**config.mk**
```make
export PLATFORM = sky130hd
export DESIGN_NAME = ramb_s1_s4_fifo_ctrl
export DESIGN_NICKNAME = d
export VERILOG_FILES = /design/src/rtl/ramb_s1_s4_fifo_ctrl.sv
export SDC_FILE = /design/constraint.sdc
export NUM_CORES = 1
export LEC_CHECK = 0
export CORE_MARGIN = 2
export CORE_UTILIZATION = 50
export CTS_BUF_LIST = sky130_fd_sc_hd__clkbuf_4
export CTS_CLUSTER_SIZE = 24
export DETAILED_ROUTE_END_ITERATION = 10
export PLACE_DENSITY_LB_ADDON = 0.12
export SYNTH_ARGS = -nofsm -noshare
export SYNTH_HDL_FRONTEND = slang
export SYNTH_SLANG_ARGS = --single-unit
```
**constraint.sdc**
```tcl
create_clock -name clk_i -period 12.15 [get_ports clk_i]
set_clock_uncertainty 0.1 [all_clocks]
set_input_delay 2.43 -clock clk_i [delete_from_list [all_inputs] [get_ports clk_i]]
set_output_delay 2.43 -clock clk_i [all_outputs]
set_load 0.005 [all_outputs]
```
**src/rtl/ramb_s1_s4_fifo_ctrl.sv**
```systemverilog
// FIFO controller for an S1/S4 block RAM: 4-bit words pushed on port B, single bits popped on
// port A. Tracks fill level in bits and reports status and sticky error flags.
module ramb_s1_s4_fifo_ctrl #(
    parameter int unsigned AFULL_LVL  = 16000,
    parameter int unsigned AEMPTY_LVL = 16
) (
    input  logic        clk_i,
    input  logic        rst_i,
    input  logic        wr_en_i,
    input  logic [3:0]  wr_data_i,
    input  logic        rd_en_i,
    input  logic        flush_i,
    output logic        rd_data_o,
    output logic        rd_valid_o,
    output logic        full_o,
    output logic        afull_o,
    output logic        empty_o,
    output logic        aempty_o,
    output logic [14:0] level_o,
    output logic        ovf_o,
    output logic        udf_o,
    output logic [11:0] ram_addrb_o,
    output logic [3:0]  ram_dib_o,
    output logic        ram_web_o,
    output logic        ram_enb_o,
    output logic [13:0] ram_addra_o,
    output logic        ram_ena_o,
    input  logic        ram_doa_i,
    output logic        ram_wea_o,
    output logic        ram_ssra_o,
    output logic        ram_ssrb_o
);

    localparam logic [14:0] AfullLvl  = 15'(AFULL_LVL);
    localparam logic [14:0] AemptyLvl = 15'(AEMPTY_LVL);

    typedef enum logic [1:0] {StIdle, StActive, StFlushing} state_e;

    state_e      state_q, state_d;
    logic [12:0] wp_q, wp_d;
    logic [14:0] rp_q, rp_d;
    logic [14:0] level_q, level_d;
    logic        ovf_q, ovf_d;
    logic        udf_q, udf_d;
    logic        rd_valid_q, rd_valid_d;
    logic [11:0] addrb_q, addrb_d;
    logic [3:0]  dib_q, dib_d;
    logic [13:0] addra_q, addra_d;

    logic full, empty, flushing, wr_acc, rd_acc;

    assign full     = level_q > 15'd16380;
    assign empty    = level_q == 15'd0;
    assign flushing = flush_i || (state_q == StFlushing);
    // Reset gating keeps the RAM enables low while RST is held.
    assign wr_acc   = wr_en_i && !full && !flushing && !rst_i;
    assign rd_acc   = rd_en_i && !empty && !flushing && !rst_i;

    always_comb begin
        wp_d       = wp_q;
        rp_d       = rp_q;
        ovf_d      = ovf_q;
        udf_d      = udf_q;
        addrb_d    = addrb_q;
        dib_d      = dib_q;
        addra_d    = addra_q;
        state_d    = state_q;
        rd_valid_d = rd_acc;

        if (wr_acc) begin
            wp_d    = wp_q + 13'd1;
            addrb_d = wp_q[11:0];
            dib_d   = wr_data_i;
        end
        if (rd_acc) begin
            rp_d    = rp_q + 15'd1;
            addra_d = rp_q[13:0];
        end
        if (wr_en_i && full && !flushing) ovf_d = 1'b1;
        if (rd_en_i && empty && !flushing) udf_d = 1'b1;
        if (flush_i) begin
            wp_d  = '0;
            rp_d  = '0;
            ovf_d = 1'b0;
            udf_d = 1'b0;
        end

        level_d = {wp_d, 2'b00} - rp_d;

        unique case (state_q)
            StIdle:     if (wr_acc) state_d = StActive;
            StActive:   if (level_d == 15'd0 && !rd_acc) state_d = StIdle;
            StFlushing: if (!flush_i) state_d = StIdle;
            default:    state_d = StIdle;
        endcase
        if (flush_i) state_d = StFlushing;
    end

    always_ff @(posedge clk_i or posedge rst_i) begin
        if (rst_i) begin
            state_q    <= StIdle;
            wp_q       <= '0;
            rp_q       <= '0;
            level_q    <= '0;
            ovf_q      <= 1'b0;
            udf_q      <= 1'b0;
            rd_valid_q <= 1'b0;
            addrb_q    <= '0;
            dib_q      <= '0;
            addra_q    <= '0;
        end else begin
            state_q    <= state_d;
            wp_q       <= wp_d;
            rp_q       <= rp_d;
            level_q    <= level_d;
            ovf_q      <= ovf_d;
            udf_q      <= udf_d;
            rd_valid_q <= rd_valid_d;
            addrb_q    <= addrb_d;
            dib_q      <= dib_d;
            addra_q    <= addra_d;
        end
    end

    // A flush in the cycle a read returns swallows that bit.
    assign rd_valid_o  = rd_valid_q && !flush_i;
    assign rd_data_o   = rd_valid_o && ram_doa_i;
    assign full_o      = full;
    assign empty_o     = empty;
    assign afull_o     = level_q >= AfullLvl;
    assign aempty_o    = level_q <= AemptyLvl;
    assign level_o     = level_q;
    assign ovf_o       = ovf_q;
    assign udf_o       = udf_q;
    assign ram_addrb_o = addrb_d;
    assign ram_dib_o   = dib_d;
    assign ram_web_o   = wr_acc;
    assign ram_enb_o   = wr_acc;
    assign ram_addra_o = addra_d;
    assign ram_ena_o   = rd_acc;
    assign ram_wea_o   = 1'b0;
    assign ram_ssra_o  = 1'b0;
    assign ram_ssrb_o  = 1'b0;

endmodule

```
* After elaboration in Yosys (flattened, before gate mapping)
Index checks and enable logic that the tools add are counted.
** Storage, ports and cells
- Flip-flop bits (word level) :: 78
- Input port bits :: 10
- Output and inout port bits :: 59
- Word-level logic and storage cells :: 61
** Operators by class
- $add $sub $neg :: 3
- Order comparisons :: 3
- Eq/ne operators :: 4
- Mux-type cells :: 15
- Reduce and logical (&&, ||, !) cells :: 26
** Operators by type and width (number)
- zero test 15 bit :: 2
- two-way mux 15 bit :: 2
- two-way mux 13 bit :: 2
- adder 15 x 1 -> 15 bit, second input constant :: 1
- greater-or-equal comparator 15 x 14 -> 1 bit, second input constant :: 1
- greater-than comparator 15 x 14 -> 1 bit, second input constant :: 1
- less-or-equal comparator 15 x 5 -> 1 bit, second input constant :: 1
- subtractor 15 bit :: 1
- two-way mux 14 bit :: 1
- adder 13 x 1 -> 13 bit, second input constant :: 1
- logical AND 1 bit :: 13
- two-way mux 12 bit :: 1
- zero test 1 bit :: 6
- two-way mux 2 bit :: 3
- inequality test 3 bit, second input constant :: 2
- two-way mux 1 bit :: 4
- two-way mux 4 bit :: 1
- one-hot mux 2 bit (2 select lines) :: 1
- nonzero test 2 bit :: 2
- == test 2 x 1 -> 1 bit, second input constant :: 1
- == test 2 bit, second input constant :: 1
- zero test 2 bit :: 1
- AND reduction 2 bit :: 1
- logical OR 1 bit :: 1

* Logic depth before layout (Yosys ltp)
Gate-level depths: netlist of run 1.
- Word-level depth :: 13
- Mapped depth :: 20

* Worst setup path after synthesis of run 1
No wires, ideal clock.
- Path type :: input -> output
- Start :: input flush_i
- End :: output ram_addra_o[10]
- Data arrival time :: 4.120 ns
- Required time :: 9.620 ns
- Path slack :: 5.500 ns
- Stages :: 6
- Path buffers :: 2
- Cell sequence :: nor2_1 > and3_1 > nor2b_1 > clkbuf_1 > buf_1 > mux2_2
** Between the ends
- Word-level cells in the longest chain between the ends :: 5
** RTL lines
- start, declared :: line 12 : input logic flush_i,
- logical OR 1 bit :: line 54 : assign flushing = flush_i || (state_q == StFlushing);
- zero test 1 bit :: line 57 : assign rd_acc = rd_en_i && !empty && !flushing && !rst_i;
- logical AND 1 bit (2 in series) :: line 57
- named net ram_ena_o :: line 27 : output logic ram_ena_o,
- two-way mux 14 bit :: line 75 : if (rd_acc) begin
- end, declared :: line 26 : output logic [13:0] ram_addra_o,
The timed path passes the listed nets, and every way through them passes these cells.

* Worst setup path in the final report of run 1
- Start :: input flush_i
- End :: output ram_addrb_o[8]
** Between the ends
- Word-level cells in the longest chain between the ends :: 5
** RTL lines
- logical OR 1 bit :: line 54
- zero test 1 bit :: line 56 : assign wr_acc = wr_en_i && !full && !flushing && !rst_i;
- logical AND 1 bit (2 in series) :: line 56
- two-way mux 12 bit :: line 70 : if (wr_acc) begin
- end, declared :: line 22 : output logic [11:0] ram_addrb_o,
No other way between the ends.

==> run_results.csv, run 1 <==
group,metric,value,unit
status,status,"complete, no violations",
sta,tns,0,ns
sta,finalCritPeriodShare,0.649,
clock_network,h-tree-depth,3,
worst_setup_path,reg2reg_setup_slack,6.87,ns
worst_setup_path,crit_path_start_kind,"input port",
clock_network,cts_made_buffers,9,
detailed_routing,ant_nets,0,
worst_setup_path,reg2reg_from,"state_q[0]",
clock_network,cts.sinks,77,
sta,worstMarginPinSlew,1.15,ns
floorplanning,die_x,93.3,um
floorplanning,fp.dieArea,8700,um^2
clock_network,clock_latency,0.42,ns
synth,synth_most_common_cell,"dfrtp_1",
detailed_routing,drt_iter0_drc,106,
grt,overflow,0,
detailed_routing,wirelength,8400,um
clock_network,postCtsSetupRepairBufs,0,
finish,area_delta_synth_final,21.2,%
synth,synthArstFlopShare,1.00,
synth,synth_top_area_share,0.484,
placement,port_buffers,65,
clock_network,clkTransAtPathRegs,0.10,ns
synth,synth.top_cells.by_count,"77 x dfrtp_1, 39 x nor2_1, 30 x mux2_2",
detailed_routing,dr.pass1.iters,4,
synth,synth-edff-count,0,
grt,grt_first_pass_wirelength,14100,um
synth,ys.flop_type,"dfrtp_1",
worst_setup_path,crit_arrival,5.36,ns
grt,grt_use_total,0.210,
detailed_routing,avgRoutedWirePerCell,15.5,um
finish,fin_nets,460,
detailed_routing,vias_per_cell,5.39,
detailed_routing,vias,2923,
floorplanning,rows,32,
synth,ys_seq_area_frac,0.484,
finish,nFillCells,636,
sta,min_period,7.89,ns
placement,place_inst,526,
placement,globalplace.congestion,0.912,
synth,netlist_instances,372,
sta,rsz0062_at_grt,"false",
synth,synth_area_leaders,"dfrtp_1 48%, mux2_2 8.5%, xor2_1 5.1%, ha_1 4.7%, xnor2_1 3.7%",
grt,grt_max_degree,43,
synth,synth_seq_cells,77,
clock_network,clock_path_buffers,2,
worst_setup_path,required,9.62,ns
clock_network,hold_buffers,0,
worst_setup_path,r2r_end,"state_q[0]",
floorplanning,pin_count,69,
floorplanning,core_area,7730,um^2
synth,synth_area,3990,um^2
worst_setup_path,crit_type,"in2out",
hold_path,hp-class,"reg2reg",
worst_setup_path,worstPathMaxFanout,38,
worst_setup_path,critPathCaptureType,"output port",
floorplanning,die_y,93.3,um
floorplanning,initial_core_util,0.516,
power,leakage,2.24,nW
synth,yosysWarnings,0,
sta,fmax,127,MHz
worst_setup_path,cp-startpoint,"flush_i",
worst_setup_path,reg2regPathDepth,18,
power,power_density,102,nW/um^2
clock_network,cts-resized-gates,0,
worst_setup_path,endpoint,"ram_addrb_o[8]",
synth,avgSynthCellArea,10.7,um^2
detailed_routing,drcViolationCount,0,
grt,grt_antenna_before_repair,0,
clock_network,root_buffer,"clkbuf_4",
clock_network,cts_tree,"yes",
flow_run,drv.max_cap_violation_count,0,
synth,synth_cell_types,50,
finish,diodes,0,
sta,slew_violations,0,
placement,hpwl,6260,um
grt,grt_pass1_vias,2854,
finish,instances_no_fill,542,
sta,setup_viol,0,
power,ir_worst_vdd,0.0000639,V
synth,synth_top_cell_by_area,"dfrtp_1",
sta,slew_headroom,0.235,
sta,hold_viol_final,0,
finish,drive_gt1_frac,0.152,
## how the worst min path moves through the flow
stage                     cells after the start  slack (ns)   startpoint     endpoint
after floorplan                               1        0.37     rp_q[14]     rp_q[14]
after global placement                        1        0.38  addra_q[13]  addra_q[13]
after detailed placement                      1        0.38  addra_q[10]  addra_q[10]
after CTS                                     1        0.41   addra_q[6]   addra_q[6]
after global routing                          1        0.42   addra_q[6]   addra_q[6]
final                                         1        0.40   addra_q[6]   addra_q[6]
## layout make-up
| cell class | instances | area, um^2 | share of cell area |
|---|---|---|---|
| clock inverters | 6 | 53.8 | 0.0111 |
| multi-input cells | 262 | 1910 | 0.396 |
| repair buffers | 67 | 666 | 0.138 |
| inverters | 18 | 67.6 | 0.0140 |
| flip-flops and latches | 77 | 1930 | 0.399 |
| clock buffers | 10 | 75.1 | 0.0155 |
| well taps | 102 | 128 | 0.0264 |
## state kept, by name, summed over array words and instances, names as in the netlist
| name | count |
|---|---|
| state_q | 2 |
| addrb_q | 12 |
| rp_q | 14 |
| dib_q | 4 |
| level_o | 15 |
| rd_valid_q | 1 |
| wp_q | 13 |
| ovf_o | 1 |
| udf_o | 1 |
| addra_q | 14 |
## cell usage in the layout (no fill, tap or decap), drive strengths merged, types with 3 or more instances in the layout
master         instances
or2                   17
o21ai                  5
dfrtp                 77
a31oi                  3
nand3                 10
nor2b                  5
clkbuf                10
a211oi                 5
and4                   6
conb                   3
mux2                  30
nor4                   5
a21o                   5
ha                    15
nor2                  39
xor2                  23
inv                   18
a21oi                  7
clkdlybuf4s50         65
nand4                 12
nor3                   3
clkinv                 4
or3                    4
nand2                 16
nand2b                 4
and2                   4
xnor2                 17
## worst max-delay path, cell delays in order
cell and delay (ns):
clkdlybuf4s50_1 0.39, buf_4 0.25, nor2_1 0.31, nand4_1 0.18
nor2_2 0.89, mux2_2 0.43, clkdlybuf4s50_1 0.45
## layer usage
metal | vias to the layer above | global-route usage | wire length (um)
met5 | - | 0 | 0
met4 | 0 | 0.0797 | 129
met3 | 11 | 0.0371 | 413
met2 | 82 | 0.309 | 3800
met1 | 1412 | 0.310 | 4060
li1 | 1418 | - | -
## through the flow
stage	cell area (um^2)	setup WS, ns	hold slack (ns)	utilization	power (W)
3_5_place_dp	4700	4.23	0.383	0.608	0.000352
5_1_grt	4830	4.08	0.421	0.625	0.000519
4_1_cts	4830	4.23	0.409	0.625	0.000499
2_1_floorplan	3990	5.50	0.366	-	0.000314
3_3_place_gp	4700	4.31	0.377	0.608	0.000351
6_report	4830	4.26	0.402	0.625	0.000494
## kinds of logic (layout without fill, tap and decap cells)
logic type / after synthesis / in the layout / synth area share
adders and majority gates: 15 / 15 / 0.0471
DFF: 77 / 77 / 0.484
other: 1 / 3 / 0.000941
AOI/OAI and AO/OA: 41 / 41 / 0.0750
buffers and inverters: 35 / 101 / 0.0396
xor gates and xnor gates: 40 / 40 / 0.0879
muxes: 32 / 32 / 0.0898
and+or+nand+nor: 131 / 131 / 0.176
## power by group
group          switching (W)  internal, W   total, W
clock              0.0000853    0.0000628   0.000148
combinational      0.0000339    0.0000403  0.0000742
sequential        0.00000625     0.000265   0.000272
total               0.000125     0.000368   0.000494
Note: power is estimated with default switching activity, not from simulation.
==> inputs of run 2 (changes only) <==
Clock period 12.15 ns to 7.2 ns, I/O delays scaled along.
==> run_results.csv, run 2 (synthesis results as in run 1) <==
group,metric,value,unit
grt,grt_first_pass_wirelength,14000,um
worst_setup_path,cp-startpoint,"rst_i",
sta,fmax,174,MHz
sta,min_period,5.76,ns
floorplanning,rows,32,
placement,globalplace.congestion,0.891,
finish,diodes,0,
sta,hold_viol_final,0,
worst_setup_path,reg2reg_setup_slack,2.08,ns
sta,slew_headroom,0.370,
detailed_routing,vias,2933,
finish,drive_gt1_frac,0.158,
placement,dpl_worst_slack,1.04,ns
clock_network,root_buffer,"clkbuf_4",
worst_setup_path,reg2regPathDepth,20,
clock_network,hold_buffers,0,
hold_path,whs_path_depth,1,
finish,fin_nets,462,
worst_setup_path,r2r_end,"state_q[0]",
floorplanning,initial_core_util,0.516,
sta,finalCritPeriodShare,0.800,
sta,fin_ws,1.44,ns
finish,nFillCells,637,
detailed_routing,dr.pass1.iters,4,
floorplanning,fp.dieArea,8700,um^2
sta,setup_viol,0,
finish,final_util,0.627,
grt,grt_pass1_vias,2869,
clock_network,cts_made_buffers,9,
placement,place_area,4720,um^2
finish,area_delta_synth_final,21.6,%
finish,final_common_cell,"dfrtp_1",
worst_setup_path,crit_path_start_kind,"input port",
floorplanning,pin_count,69,
power,power_density,172,nW/um^2
clock_network,clock_path_buffers,2,
sta,tns,0,ns
worst_setup_path,worstPathMaxFanout,21,
detailed_routing,wirelength,8290,um
clock_network,cts.sinks,77,
flow_run,drv.max_cap_violation_count,0,
sta,slew_violations,0,
detailed_routing,vias_per_cell,5.39,
finish,largest_reg_flops,15,
grt,overflow,0,
placement,hpwl,6220,um
hold_path,worstHoldEndpoint,"addra_q[3]",
detailed_routing,drcViolationCount,0,
finish,final_cell_mix,"77 x dfrtp_1, 65 x clkdlybuf4s50_1, 38 x nor2_1",
sta,rsz0062_at_grt,"false",
finish,fin_area,4850,um^2
worst_setup_path,reg2reg_from,"level_o[0]",
worst_setup_path,critPathCaptureType,"flip-flop",
clock_network,cts_tree,"yes",
sta,worstMarginPinSlew,0.944,ns
power,leakage,2.26,nW
hold_path,hp-class,"reg2reg",
power,ir_worst_vdd,0.000103,V
clock_network,postCtsSetupRepairBufs,0,
floorplanning,core_area,7730,um^2
grt,grt_antenna_before_repair,0,
floorplanning,die_x,93.3,um
worst_setup_path,crit_arrival,5.96,ns
placement,port_buffers,65,
clock_network,clkTransAtPathRegs,0.11,ns
grt,grt_max_degree,78,
detailed_routing,ant_nets,0,
detailed_routing,drt_iter0_drc,107,
floorplanning,die_y,93.3,um
worst_setup_path,crit_type,"in2reg",
clock_network,h-tree-depth,3,
worst_setup_path,required,7.40,ns
clock_network,cts-resized-gates,0,
hold_path,min_from,"addra_q[3]",
detailed_routing,avgRoutedWirePerCell,15.2,um
status,status,"complete, no violations",
grt,grt_use_total,0.208,
clock_network,clock_latency,0.41,ns
-- run 2: layout make-up --
cell class | instances | area, um^2 | share of cell area
sequential | 77 | 1930 | 0.398
multi-input combinational | 262 | 1910 | 0.395
timing repair buffer | 69 | 681 | 0.140
tap | 102 | 128 | 0.0263
clock buffer | 9 | 67.6 | 0.0139
inverter | 18 | 67.6 | 0.0139
clock inverter | 7 | 63.8 | 0.0132
-- run 2: worst max path at each step --
stage / to / slack (ns) / cells past startpoint
finish: state_q[0] / 1.44 / 20
global route: state_q[0] / 1.07 / 20
CTS: state_q[0] / 1.47 / 20
detailed placement: state_q[0] / 1.04 / 20
global placement: state_q[0] / 1.19 / 20
floorplan: state_q[0] / 2.03 / 17
-- run 2: metrics by stage --
step	std cells	hold slack [ns]	total power, W
final	544	0.406	0.000835
after global routing	544	0.425	0.000878
after CTS	544	0.413	0.000846
after detailed placement	528	0.383	0.000594
after global placement	528	0.378	0.000593
after floorplan	374	0.366	0.000531
-- run 2: power by group --
group / switching [W] / internal, W
logic: 0.0000574 / 0.0000684
registers: 0.0000111 / 0.000448
clock network: 0.000147 / 0.000104
-- run 2: critical path, cell delays in order --
cell and delay, ns:
clkdlybuf4s50_1 0.45, nor2_1 0.26, and3_1 0.25, nor2b_2 0.15, buf_4 0.26, and4_1 0.25
nand2_1 0.07, xor2_1 0.14, or2_2 0.30, ha_1 0.34, a21o_1 0.21, a21o_1 0.17
a21o_1 0.18, and2_1 0.15, a2111oi_0 0.48, nand2b_1 0.20, a32oi_1 0.11, xnor2_1 0.18
nor4_2 0.28, a21oi_1 0.10
-- run 2: routing by layer --
metal  up-vias  track usage  part of all wire
li1       1422            -                 -
met1      1416        0.294              0.48
met2        83        0.308              0.46
met3        12       0.0548             0.049
met4         0       0.0748             0.018
met5         -            0                 0
